--- src/rtl/usb3_pkg.sv ---
// Shared constants, FSM encoding and helpers for the USB 3.0 header packet
// receive checker.
package usb3_pkg;

    localparam logic [7:0]  K_SHP        = 8'hFB;
    localparam logic [7:0]  K_EPF        = 8'hF7;
    localparam logic [31:0] HPSTART_WORD = {K_EPF, K_SHP, K_SHP, K_SHP};

    localparam logic [15:0] CRC16_POLY = 16'h100B;
    localparam logic [15:0] CRC16_SEED = 16'hFFFF;
    localparam logic [4:0]  CRC5_POLY  = 5'h05;
    localparam logic [4:0]  CRC5_SEED  = 5'h1F;

    // Link control word layout (LCW = dword3[31:16])
    localparam int LCW_SEQ_LSB  = 0;
    localparam int LCW_HUB_LSB  = 6;
    localparam int LCW_DLY_BIT  = 9;
    localparam int LCW_DEF_BIT  = 10;
    localparam int LCW_CRC5_LSB = 11;

    typedef enum logic [2:0] {
        ST_IDLE,
        ST_DW0,
        ST_DW1,
        ST_DW2,
        ST_DW3
    } hp_state_e;

    function automatic logic [15:0] bitrev16(input logic [15:0] v);
        logic [15:0] r;
        for (int i = 0; i < 16; i++) begin
            r[i] = v[15-i];
        end
        return r;
    endfunction

endpackage

--- src/rtl/usb3_crc16_step.sv ---
// Combinational CRC-16 LFSR advance over one 32-bit dword, bit 0 first.
// The caller owns the LFSR register.
module usb3_crc16_step
    import usb3_pkg::*;
(
    input  logic [15:0] lfsr_in,
    input  logic [31:0] data_in,
    output logic [15:0] lfsr_out
);

    logic [15:0] lfsr_v;
    logic        fb;

    // NOTE: blocking assignments here are deliberate: the loop unrolls into a
    // chain of XOR stages, each consuming the previous stage's value.
    always_comb begin
        lfsr_v = lfsr_in;
        fb     = 1'b0;
        for (int i = 0; i < 32; i++) begin
            fb     = lfsr_v[15] ^ data_in[i];
            lfsr_v = {lfsr_v[14:0], 1'b0};
            if (fb) begin
                lfsr_v = lfsr_v ^ CRC16_POLY;
            end
        end
        lfsr_out = lfsr_v;
    end

endmodule

--- src/rtl/usb3_hp_rx_check.sv ---
// Receive-side header packet checker: frames HPSTART + 4 dwords, verifies the
// header CRC-16 and LCW CRC-5, and reports status to the link-layer FSM.
module usb3_hp_rx_check
    import usb3_pkg::*;
#(
    parameter int ERR_CNT_W = 8
) (
    input  logic                 clk,
    input  logic                 rst,
    input  logic [31:0]          in_data,
    input  logic [3:0]           in_datak,
    input  logic                 in_active,
    output logic [95:0]          hdr_dw,
    output logic [2:0]           hdr_seq,
    output logic [2:0]           hdr_hub_depth,
    output logic                 hdr_delayed,
    output logic                 hdr_deferred,
    output logic                 hdr_valid,
    output logic                 hdr_crc16_err,
    output logic                 hdr_crc5_err,
    output logic                 frame_err,
    output logic [ERR_CNT_W-1:0] crc_err_cnt,
    output logic [ERR_CNT_W-1:0] frame_err_cnt
);

    localparam logic [ERR_CNT_W-1:0] CNT_MAX = {ERR_CNT_W{1'b1}};

    function automatic logic [4:0] crc5_calc(input logic [10:0] d);
        logic [4:0] c;
        logic       fb;
        c = CRC5_SEED;
        for (int i = 0; i < 11; i++) begin
            fb = c[4] ^ d[i];
            c  = {c[3:0], 1'b0};
            if (fb) begin
                c = c ^ CRC5_POLY;
            end
        end
        return ~c;
    endfunction

    hp_state_e             state_q, state_d;
    logic [15:0]           lfsr_q, lfsr_d, lfsr_step;
    logic [2:0][31:0]      cap_q, cap_d;
    logic [95:0]           hdr_dw_q, hdr_dw_d;
    logic [2:0]            hdr_seq_q, hdr_seq_d;
    logic [2:0]            hdr_hub_q, hdr_hub_d;
    logic                  hdr_dly_q, hdr_dly_d;
    logic                  hdr_def_q, hdr_def_d;
    logic                  hdr_valid_q, hdr_valid_d;
    logic                  crc16_err_q, crc16_err_d;
    logic                  crc5_err_q, crc5_err_d;
    logic                  frame_err_q, frame_err_d;
    logic [ERR_CNT_W-1:0]  crc_cnt_q, crc_cnt_d;
    logic [ERR_CNT_W-1:0]  frm_cnt_q, frm_cnt_d;

    logic        is_hpstart;
    logic        abort;
    logic [15:0] lcw;

    usb3_crc16_step u_crc16_step (
        .lfsr_in  (lfsr_q),
        .data_in  (in_data),
        .lfsr_out (lfsr_step)
    );

    assign is_hpstart = (in_datak == 4'hF) && (in_data == HPSTART_WORD);
    assign lcw        = in_data[31:16];

    always_comb begin
        state_d     = state_q;
        lfsr_d      = lfsr_q;
        cap_d       = cap_q;
        hdr_dw_d    = hdr_dw_q;
        hdr_seq_d   = hdr_seq_q;
        hdr_hub_d   = hdr_hub_q;
        hdr_dly_d   = hdr_dly_q;
        hdr_def_d   = hdr_def_q;
        hdr_valid_d = 1'b0;
        crc16_err_d = 1'b0;
        crc5_err_d  = 1'b0;
        frame_err_d = 1'b0;
        crc_cnt_d   = crc_cnt_q;
        frm_cnt_d   = frm_cnt_q;
        abort       = 1'b0;

        if (in_active) begin
            unique case (state_q)
                ST_IDLE: begin
                    if (is_hpstart) begin
                        state_d = ST_DW0;
                        lfsr_d  = CRC16_SEED;
                    end
                end
                ST_DW0, ST_DW1, ST_DW2: begin
                    if (|in_datak) begin
                        abort = 1'b1;
                    end else begin
                        lfsr_d = lfsr_step;
                        if (state_q == ST_DW0) begin
                            cap_d[0] = in_data;
                            state_d  = ST_DW1;
                        end else if (state_q == ST_DW1) begin
                            cap_d[1] = in_data;
                            state_d  = ST_DW2;
                        end else begin
                            cap_d[2] = in_data;
                            state_d  = ST_DW3;
                        end
                    end
                end
                ST_DW3: begin
                    if (|in_datak) begin
                        abort = 1'b1;
                    end else begin
                        hdr_valid_d = 1'b1;
                        crc16_err_d = (~bitrev16(lfsr_q)) != in_data[15:0];
                        crc5_err_d  = crc5_calc(lcw[10:0]) != lcw[15:LCW_CRC5_LSB];
                        hdr_dw_d    = cap_q;
                        hdr_seq_d   = lcw[LCW_SEQ_LSB +: 3];
                        hdr_hub_d   = lcw[LCW_HUB_LSB +: 3];
                        hdr_dly_d   = lcw[LCW_DLY_BIT];
                        hdr_def_d   = lcw[LCW_DEF_BIT];
                        state_d     = ST_IDLE;
                    end
                end
                default: state_d = ST_IDLE;
            endcase
        end

        // A fresh HPSTART inside a packet restarts framing rather than idling.
        if (abort) begin
            frame_err_d = 1'b1;
            if (is_hpstart) begin
                state_d = ST_DW0;
                lfsr_d  = CRC16_SEED;
            end else begin
                state_d = ST_IDLE;
            end
        end

        if (hdr_valid_d && (crc16_err_d || crc5_err_d) && (crc_cnt_q != CNT_MAX)) begin
            crc_cnt_d = crc_cnt_q + ERR_CNT_W'(1);
        end
        if (frame_err_d && (frm_cnt_q != CNT_MAX)) begin
            frm_cnt_d = frm_cnt_q + ERR_CNT_W'(1);
        end
    end

    // NOTE: the capture and header registers are reset along with control so
    // outputs read 0 after reset, not stale data from an earlier packet.
    always_ff @(posedge clk) begin
        if (rst) begin
            state_q     <= ST_IDLE;
            lfsr_q      <= CRC16_SEED;
            cap_q       <= '0;
            hdr_dw_q    <= '0;
            hdr_seq_q   <= '0;
            hdr_hub_q   <= '0;
            hdr_dly_q   <= 1'b0;
            hdr_def_q   <= 1'b0;
            hdr_valid_q <= 1'b0;
            crc16_err_q <= 1'b0;
            crc5_err_q  <= 1'b0;
            frame_err_q <= 1'b0;
            crc_cnt_q   <= '0;
            frm_cnt_q   <= '0;
        end else begin
            state_q     <= state_d;
            lfsr_q      <= lfsr_d;
            cap_q       <= cap_d;
            hdr_dw_q    <= hdr_dw_d;
            hdr_seq_q   <= hdr_seq_d;
            hdr_hub_q   <= hdr_hub_d;
            hdr_dly_q   <= hdr_dly_d;
            hdr_def_q   <= hdr_def_d;
            hdr_valid_q <= hdr_valid_d;
            crc16_err_q <= crc16_err_d;
            crc5_err_q  <= crc5_err_d;
            frame_err_q <= frame_err_d;
            crc_cnt_q   <= crc_cnt_d;
            frm_cnt_q   <= frm_cnt_d;
        end
    end

    assign hdr_dw        = hdr_dw_q;
    assign hdr_seq       = hdr_seq_q;
    assign hdr_hub_depth = hdr_hub_q;
    assign hdr_delayed   = hdr_dly_q;
    assign hdr_deferred  = hdr_def_q;
    assign hdr_valid     = hdr_valid_q;
    assign hdr_crc16_err = crc16_err_q;
    assign hdr_crc5_err  = crc5_err_q;
    assign frame_err     = frame_err_q;
    assign crc_err_cnt   = crc_cnt_q;
    assign frame_err_cnt = frm_cnt_q;

endmodule

--- config.mk ---
export PLATFORM = sky130hd
export DESIGN_NAME = usb3_hp_rx_check
export DESIGN_NICKNAME = d
export VERILOG_FILES = /design/src/rtl/usb3_pkg.sv /design/src/rtl/usb3_crc16_step.sv /design/src/rtl/usb3_hp_rx_check.sv
export SDC_FILE = /design/constraint.sdc
export NUM_CORES = 1
export LEC_CHECK = 0
export ABC_AREA = 1
export BUFFER_PORTS_ARGS = -buffer_cell sky130_fd_sc_hd__buf_2
export CAP_MARGIN = 15
export CORE_MARGIN = 5
export CORE_UTILIZATION = 25
export CTS_CLUSTER_DIAMETER = 30
export DETAILED_ROUTE_END_ITERATION = 6
export PLACE_DENSITY = 0.42
export SLEW_MARGIN = 25
export SYNTH_ARGS = -nofsm -noshare
export SYNTH_HDL_FRONTEND = slang
export SYNTH_SLANG_ARGS = --single-unit
--- constraint.sdc ---
create_clock -name clk -period 6.54 [get_ports clk]
set_input_delay 0.327 -clock clk [delete_from_list [all_inputs] [get_ports clk]]
set_output_delay 0.327 -clock clk [all_outputs]
set_load 0.01 [all_outputs]
==> run summary, run 1 <==
The start-to-end type of the worst setup path is reg -> reg. Entering global routing, the biggest net connects 113 pins. The register bit total from synthesis is 239.

The number of max-cap violations is 0. The number of detailed-route iterations in the first pass came out at 5. The maximum net fanout on the critical path is 6. The die outline area came out at 49900 µm². The synthesized-area fraction occupied by ao, oa, aoi and oai cells came out at 17.7%. The power density over the cells came out at 361 nW/µm². Setup repair after global routing left no endpoint under its margin. By area, the combinational part of the netlist is dominated by simple AND/OR/NAND/NOR gates.

The setup fix buffers added after clock tree synthesis came out at 0. The floorplan step set the die height to 223 µm. The leakage power summed over all cells is 0.00709 µW. The global route total overflow came out at 0. The total global routing track utilization came out at 16.7%. The total negative slack is 0 ps. The total power came out at 5200 µW. The weighted congestion at the end of routability-driven global placement is 0.869. The path class of the tightest hold or removal check is in -> reg.

The post-placement cell area is 12700 µm². For this design, the CTS-stage hold fixing added 0 buffers. The largest vdd supply drop came out at 0.000185 V. The post-detailed-route wirelength per cell came out at 18.0 µm. The synthesized area per cell is 7.02 µm². The post-detailed-placement half-perimeter wirelength is 31000 µm. The mux contribution to synthesized area came out at 0%. The wire length of the first global-routing pass is 64700 µm.

The footprint of the multi-input gates came out at 5870 µm². The slowest stage of the critical path is the sky130_fd_sc_hd__dfxtp_1 cell. After layout, the worst path uses 48.0% of the clock period. The total wire length after detailed routing is 43500 µm.

The adder and majority cell fraction of the synthesized area came out at 0.330%. The level count of the clock H-tree is 2. Setup violations remaining at the end of the flow were counted as 0. The post-layout minimum cycle time is 3140 ps. The number of clock buffers inserted by TritonCTS is 49. At the worst endpoint, the required time is 6970 ps. The final net count is 1808. The endpoint kind of the worst setup timing path is a register. CTS placed an instance of sky130_fd_sc_hd__clkbuf_16 at the clock tree root. After clock tree synthesis, the clock-pin slew on the worst setup and hold paths is 50 ps. From left edge to right edge, the die measures 223 µm. Sequential elements use 42.0% of the synthesized area.

The total via count in the routed design is 11157. The clock drives 239 sinks. The post-layout utilization of the core is 31.9%. The core box area is 45200 µm². The critical path's largest stage delay came out at 430 ps. The transition time of the tightest slew-check pin came out at 1040 ps.

TritonCTS built the clock tree. The buffer depth of the longest clock path came out at 3. Summing the areas of all and, or, nand and nor instances in the mapped netlist gives 29.6% of the synthesized area. Synthesis produced 1621 cells.

The initial antenna violation count came out at 2. The floorplan has 78 rows. The library cells used most frequently in the layout, excluding fill and tap cells, are sky130_fd_sc_hd__nand2_1, sky130_fd_sc_hd__nor2_1, sky130_fd_sc_hd__dfxtp_1, sky130_fd_sc_hd__o21ai_0, sky130_fd_sc_hd__buf_2.

The later pin in the worst-skew pair is clocked with a latency of 540 ps. The remaining antenna violation count after routing came out at 0. The final setup skew came out at 14.7 ps.

STA classifies the critical path startpoint as a register. The number of endpoints with negative hold slack in the final report was 0. The number of buffer cells added on primary ports is 162.

The distinct cell type count of the synthesized netlist is 39. The number of warnings reported in the yosys synthesis log came out at 0. The final routed DRC violation total came out at 0. The number of gates given a new drive strength after cts is 0. The DRC marker count from the first detailed-route iteration is 933. The post-place setup slack came out at 3040 ps. Static timing analysis puts the maximum clock frequency at 0.318 GHz. The average via count per standard cell came out at 4.63. The final cell area excluding filler cells is 14400 µm². The most common cell after layout, fill and taps aside is sky130_fd_sc_hd__nand2_1. The sequential cell area is 4780 µm². Summing the areas of all xor and xnor instances in the mapped netlist gives 3.76% of the synthesized area.

Cells with a size suffix above 1 make up 21.5% of the layout. The initial core utilization came out at 25.2%. The arrival time at the worst endpoint is 3570 ps.

The max-slew violation count is 0. The worst pin sits at a relative slew slack of 30.7%. The via count of the first global-routing pass was 10434. The worst setup slack after layout is 3400 ps. The critical path goes through inv_1 -> nand2_1 -> nand2_2 -> ha_1 -> xnor2_1 -> xnor2_1 -> inv_1 -> nand2_2 -> nand2_4 -> inv_2 -> nand2_2 -> nand2_4 -> nand2_2 -> nand2_4 -> nand2_2 -> nand2_2 -> xor2_1 -> nand2_1 -> nand2_1 -> nand2_1 -> nand2_1 -> nand2_1. The run finished with clean final reports. The cell area after synthesis is 11400 µm². The synthesis-to-finish area growth came out at 26.6%. The net count after synthesis is 1663.

163 I/O pins were placed. The fill cell total of the finished layout came out at 4978.
-- through the flow --
step | std cells | hold slack (ps)
after floorplan | 1621 | 450
after global placement | 2315 | 461
after detailed placement | 2315 | 464
after CTS | 2407 | 92.8
after global routing | 2407 | 130
final | 2410 | 121
-- sequential cells by signal (all words and copies together), names as in the netlist, 3 cells and up --
register / cells
cap_q: 96
hdr_dw: 96
lfsr_q: 16
crc_err_cnt: 8
frame_err_cnt: 8
hdr_hub_depth: 3
hdr_seq: 3
state_q: 3
-- worst max-delay path: cells and delay by family, from the launching register on --
| family | cells | cell delay, ps |
|---|---|---|
| buffers and inverters | 3 | 330 |
| xor gates and xnor gates | 3 | 690 |
| adders and majority gates | 1 | 310 |
| DFF | 1 | 430 |
| and+or+nand+nor | 15 | 1270 |
-- logic make-up after synthesis --
logic type	Yosys count
AND/OR/NAND/NOR	741
AO/OA/AOI/OAI	394
flip-flops	239
buffers and inverters	196
XOR/XNOR	48
adder cells (fa/ha/maj)	3
-- cells in the mapped netlist --
library cell	count	share of area [%]
sky130_fd_sc_hd__nand2_1	302	10
sky130_fd_sc_hd__nor2_1	245	8.1
sky130_fd_sc_hd__dfxtp_1	239	42
sky130_fd_sc_hd__o21ai_0	229	10
sky130_fd_sc_hd__a21oi_1	146	6.4
sky130_fd_sc_hd__inv_1	80	2.6
sky130_fd_sc_hd__nand3_1	68	3.0
sky130_fd_sc_hd__clkbuf_1	65	2.1
sky130_fd_sc_hd__nand2_2	48	2.6
sky130_fd_sc_hd__inv_2	37	1.2
sky130_fd_sc_hd__xor2_1	33	2.5
sky130_fd_sc_hd__nand2_4	29	2.9
sky130_fd_sc_hd__xnor2_1	14	1.1
sky130_fd_sc_hd__nor3_1	12	0.53
sky130_fd_sc_hd__nor4_1	10	0.55
sky130_fd_sc_hd__nand4_1	9	0.49
sky130_fd_sc_hd__nand3_2	8	0.70
sky130_fd_sc_hd__o21ai_1	5	0.22
sky130_fd_sc_hd__buf_2	4	0.18
sky130_fd_sc_hd__clkinv_1	4	0.13
sky130_fd_sc_hd__nor2_2	4	0.22
sky130_fd_sc_hd__a211oi_1	3	0.20
sky130_fd_sc_hd__ha_1	3	0.33
sky130_fd_sc_hd__o211ai_1	3	0.20
sky130_fd_sc_hd__a21boi_0	2	0.13
sky130_fd_sc_hd__buf_1	2	0.066
sky130_fd_sc_hd__buf_4	2	0.13
sky130_fd_sc_hd__nand3b_1	2	0.13
sky130_fd_sc_hd__o21a_1	2	0.13
sky130_fd_sc_hd__o31ai_1	2	0.13
sky130_fd_sc_hd__a31o_2	1	0.077
sky130_fd_sc_hd__a31oi_2	1	0.11
sky130_fd_sc_hd__dlygate4sd1_1	1	0.077
sky130_fd_sc_hd__inv_4	1	0.055
sky130_fd_sc_hd__nor2_4	1	0.099
sky130_fd_sc_hd__nor4_4	1	0.19
sky130_fd_sc_hd__nor4b_1	1	0.077
sky130_fd_sc_hd__or2_0	1	0.055
sky130_fd_sc_hd__xnor2_2	1	0.14
-- worst paths after layout --
| check | endpoint | depth (start not counted) | slack, ps | start |
|---|---|---|---|---|
| setup reg to reg | lfsr_q[13] | 22 | 3400 | lfsr_q[12] |
| hold reg to reg | hdr_dw[30] | 2 | 470 | cap_q[30] |
| setup / recovery | lfsr_q[13] | 22 | 3400 | lfsr_q[12] |
| hold / removal | state_q[2] | 4 | 120 | in_active |
-- cell type report --
type                            count  share of cell area [%]
Multi-Input combinational cell   1186                    40.7
Tap cell                          600                    5.21
Sequential cell                   239                    33.2
Antenna cell                        3                  0.0521
Clock buffer                       63                    9.44
Clock inverter                     29                    2.19
Inverter                          122                    3.22
Timing Repair Buffer              168                    5.97
-- routing by layer --
metal | wire length, µm | vias to the layer above | global-route usage [%]
met4 | 510 | 0 | 3.34
met2 | 19900 | 295 | 27.0
met1 | 20700 | 5195 | 23.8
li1 | - | 5621 | -
met5 | 0 | - | 0
met3 | 2390 | 46 | 2.67
-- where the power goes --
part,internal (µW),leakage (µW),total [µW],switching [µW]
Clock,1630,0.000807,2460,829
Sequential,1470,0.00193,1490,17.5
Combinational,389,0.00435,1240,853
(Power assumes the default switching activity.)
==> inputs of run 2 (changes only) <==
==> constraint.sdc (replaced) <==
create_clock -name clk -period 3 [get_ports clk]
set_input_delay 0.15 -clock clk [delete_from_list [all_inputs] [get_ports clk]]
set_output_delay 0.15 -clock clk [all_outputs]
set_load 0.01 [all_outputs]
==> run summary, run 2 (same netlist as run 1, synthesis figures left out) <==
The flop-to-flop setup slack is 230 ps (-3170 ps). The cell family contributing the most delay on the critical path is simple AND/OR/NAND/NOR gates. The post-layout minimum cycle time is 2770 ps (-375 ps). The critical path goes through xnor2_1 -> inv_1 -> nand3_1 -> nand2_2 -> nand2_1 -> nand2_2 -> nor2_1 -> nor2_4 -> nand2_2 -> nand2_4 -> nand2_4 -> nand2_4 -> nand2_2 -> nand2_2 -> nor2_2 -> nand2_1 -> o211ai_1 -> nand2_1 -> nand2_1 -> nand2_1.

The largest vdd supply drop came to 0.000417 V (+130%). The number of cell instances on the worst register-to-register path is 20 (-9.1%). The post-detailed-route wirelength per cell is 18.1 µm (+0.27%). Setup repair after global routing left no endpoint under its margin. The setup violation total in the final timing report came out at 0 (unchanged). The clock-pin slew reported for the worst setup and hold paths after clock tree synthesis came out at 50 ps (about the same). The total negative slack was 0 ps (unchanged). The die width came out at 223 µm (unchanged). Leaving out fill and tap cells, the most frequent cells in the layout are sky130_fd_sc_hd__nand2_1, sky130_fd_sc_hd__nor2_1, sky130_fd_sc_hd__dfxtp_1, sky130_fd_sc_hd__o21ai_0, sky130_fd_sc_hd__buf_2. The total via count in the routed design is 11401 (+2.2%). The final cycle utilization of the critical path was 92.2% (+44 points). The count of inserted antenna diode cells is 0 (-3).

The count of non-filler cells in the finished layout was 2470 (+2.5%). TritonCTS built the clock tree. The height of the chip came out at 223 µm (unchanged). The final routed DRC violation total was 0 (unchanged). The final cell area excluding filler cells came out at 15300 µm² (+6.3%).

The final net count is 1861 (+2.9%). The arrival time at the worst endpoint came to 3220 ps (-350 ps). The number of endpoints with negative hold slack in the final report came out at 0 (unchanged). The total wire length after detailed routing came out at 44700 µm (+2.8%).

The maximum net fanout on the critical path came to 5 (-1). The buffer depth of the longest clock path came out at 3 (unchanged). The leakage power summed over all cells came out at 0.00757 µW (+6.7%). The transition time of the tightest slew-check pin is 952 ps (-83.8 ps). The TritonCTS sink count is 239 (unchanged).

The critical path in this run is classified as reg -> reg. The sequential cell area is 4790 µm² (about the same). The number of clock buffers inserted by TritonCTS is 59 (+20%). The ratio of cells with drive above 1 in the final layout came out at 23.7% (+2.2 points).

The post-placement cell area came to 13000 µm² (+2.2%). The weighted congestion at the end of routability-driven global placement came to 0.944 (+8.7%). In this run the critical register-to-register path is captured at lfsr_q[1]. Leaving out fill and tap cells, the most frequent cell in the layout is sky130_fd_sc_hd__nand2_1.

On the critical path, the stage with the largest delay is an instance of sky130_fd_sc_hd__xnor2_1. The largest net degree at the start of global routing was 207 (+83%). The number of detailed-route iterations in the first pass was 5 (unchanged). The boundary pin count is 163 (unchanged). The number of max-cap violations is 0 (unchanged).

The top achievable clock speed was 0.361 GHz (+14%). The initial antenna violation count is 3 (+1). The synthesis-to-finish area growth came out at 34.5%.

The final hold slack is 19.8 ps (-101 ps). The wire length of the first global-routing pass came to 67300 µm (+4.1%). The via count of the first global-routing pass came out at 10902 (+4.5%). In this run the worst hold path is classified as in -> reg.

The remaining antenna violation count after routing was 0 (unchanged). The fill cell total of the finished layout is 4833 (-2.9%). The level count of the clock H-tree is 2 (unchanged).

The reg-to-reg critical path startpoint is lfsr_q[4]. The max-slew violation count is 0 (unchanged). The critical path's largest stage delay is 430 ps (about the same). The total global routing track utilization is 17.2% (+0.51 points). The global route total overflow is 0 (unchanged). The number of buffer cells added on primary ports is 162 (unchanged). The average via count per standard cell came out at 4.62 (-0.30%). The power density over the cells is 846 nW/µm² (+130%). The die outline area is 49900 µm² (unchanged). The count of cell instances traversed by the critical path is 20 (-9.1%). The run finished with clean final reports.

The required time of the worst setup path is 3450 ps (-3520 ps). The critical path ends at lfsr_q[1]. The core box area came out at 45200 µm² (unchanged). The footprint of the multi-input gates came out at 5890 µm² (+0.38%). The post-detailed-placement half-perimeter wirelength is 32400 µm (+4.3%). The root buffer cell chosen for the clock tree is sky130_fd_sc_hd__clkbuf_16.

The relative max-transition margin is 36.5% (+5.8 points). The final setup skew came out at 16.8 ps (+2.12 ps). The DRC marker count from the first detailed-route iteration is 922 (-1.2%). The number of placed instances with taps included came out at 2349 (+1.5%).

The buffering stage count on the worst path with inverters included is 1 (-2). The most critical setup path has its startpoint at lfsr_q[4]. The insertion delay of the later-clocked pin in the worst-skew pair is 570 ps (+30 ps).

STA classifies the critical path endpoint as a register. The initial core utilization is 25.2% (unchanged). The cell row count is 78 (unchanged). The startpoint class of the critical path is a register. The cell count of the worst hold path came out at 3 (-1).
-- run 2: cell types whose count changed in the layout (fill, tap and decap cells not counted), moves of 4 or more --
cell / previous run / this run
sky130_fd_sc_hd__clkbuf_16: 50 / 59
sky130_fd_sc_hd__inv_6: 2 / 6
sky130_fd_sc_hd__buf_4: 5 / 38
sky130_fd_sc_hd__dlygate4sd3_1: 0 / 9
sky130_fd_sc_hd__clkbuf_1: 7 / 11
sky130_fd_sc_hd__bufinv_16: 4 / 13
-- run 2: through the flow --
step	total power, µW	setup WS [ps]	util (%)
4_1_cts	13100	209	33.8
2_1_floorplan	5350	601	-
6_report	12900	233	33.9
5_1_grt	13600	2.11	33.9
3_3_place_gp	6090	215	28.7
3_5_place_dp	6080	202	28.8
-- run 2: how the worst min path moves through the flow --
stage	from	end	slack, ps
2_1_floorplan	in_data[10]	cap_q[10]	280
3_3_place_gp	cap_q[29]	hdr_dw[29]	460
3_5_place_dp	cap_q[48]	hdr_dw[48]	460
4_1_cts	in_data[0]	cap_q[64]	9
5_1_grt	in_data[0]	cap_q[0]	30
6_report	in_data[0]	cap_q[0]	20
-- run 2: report_power, final --
part / internal [µW] / switching (µW) / total [µW]
registers: 3220 / 37.0 / 3260
clock network: 4880 / 2010 / 6890
logic: 909 / 1890 / 2800
total: 9010 / 3940 / 12900
-- run 2: layer usage --
layer  vias to the layer above  track usage, %  share of wire (%)
met5                         -               0              0.083
met4                         6            4.92                2.3
met1                      5255            23.9                 46
met2                       345            26.6                 44
met3                        73            4.41                7.1
li1                       5722               -                  -
-- run 2: area by class of cell --
class | instances | share of cell area (%)
repair buffers | 211 | 8.06
clock buffers | 76 | 10.5
inverters | 122 | 3.03
clock inverters | 36 | 3.82
well taps | 600 | 4.90
multi-input cells | 1186 | 38.5
flip-flops and latches | 239 | 31.3
-- run 2: worst reg2reg max path, stage by stage, from the launching register on --
cell,delay [ps]
sky130_fd_sc_hd__dfxtp_1,360
sky130_fd_sc_hd__xnor2_1,430
sky130_fd_sc_hd__inv_1,210
sky130_fd_sc_hd__nand3_1,130
sky130_fd_sc_hd__nand2_2,110
sky130_fd_sc_hd__nand2_1,100
sky130_fd_sc_hd__nand2_2,90
sky130_fd_sc_hd__nor2_1,200
sky130_fd_sc_hd__nor2_4,70
sky130_fd_sc_hd__nand2_2,90
sky130_fd_sc_hd__nand2_4,90
sky130_fd_sc_hd__nand2_4,80
sky130_fd_sc_hd__nand2_4,70
sky130_fd_sc_hd__nand2_2,60
sky130_fd_sc_hd__nand2_2,70
sky130_fd_sc_hd__nor2_2,150
sky130_fd_sc_hd__nand2_1,70
sky130_fd_sc_hd__o211ai_1,100
sky130_fd_sc_hd__nand2_1,70
sky130_fd_sc_hd__nand2_1,60
sky130_fd_sc_hd__nand2_1,40
-- run 2: timing repair --
item                                    4_1_cts  5_1_grt
hold buffers                                  9        0
resized for setup                             0        6
endpoints found under the setup margin        0       12
hold endpoints to repair                     25        0
buffers inserted                              0        0
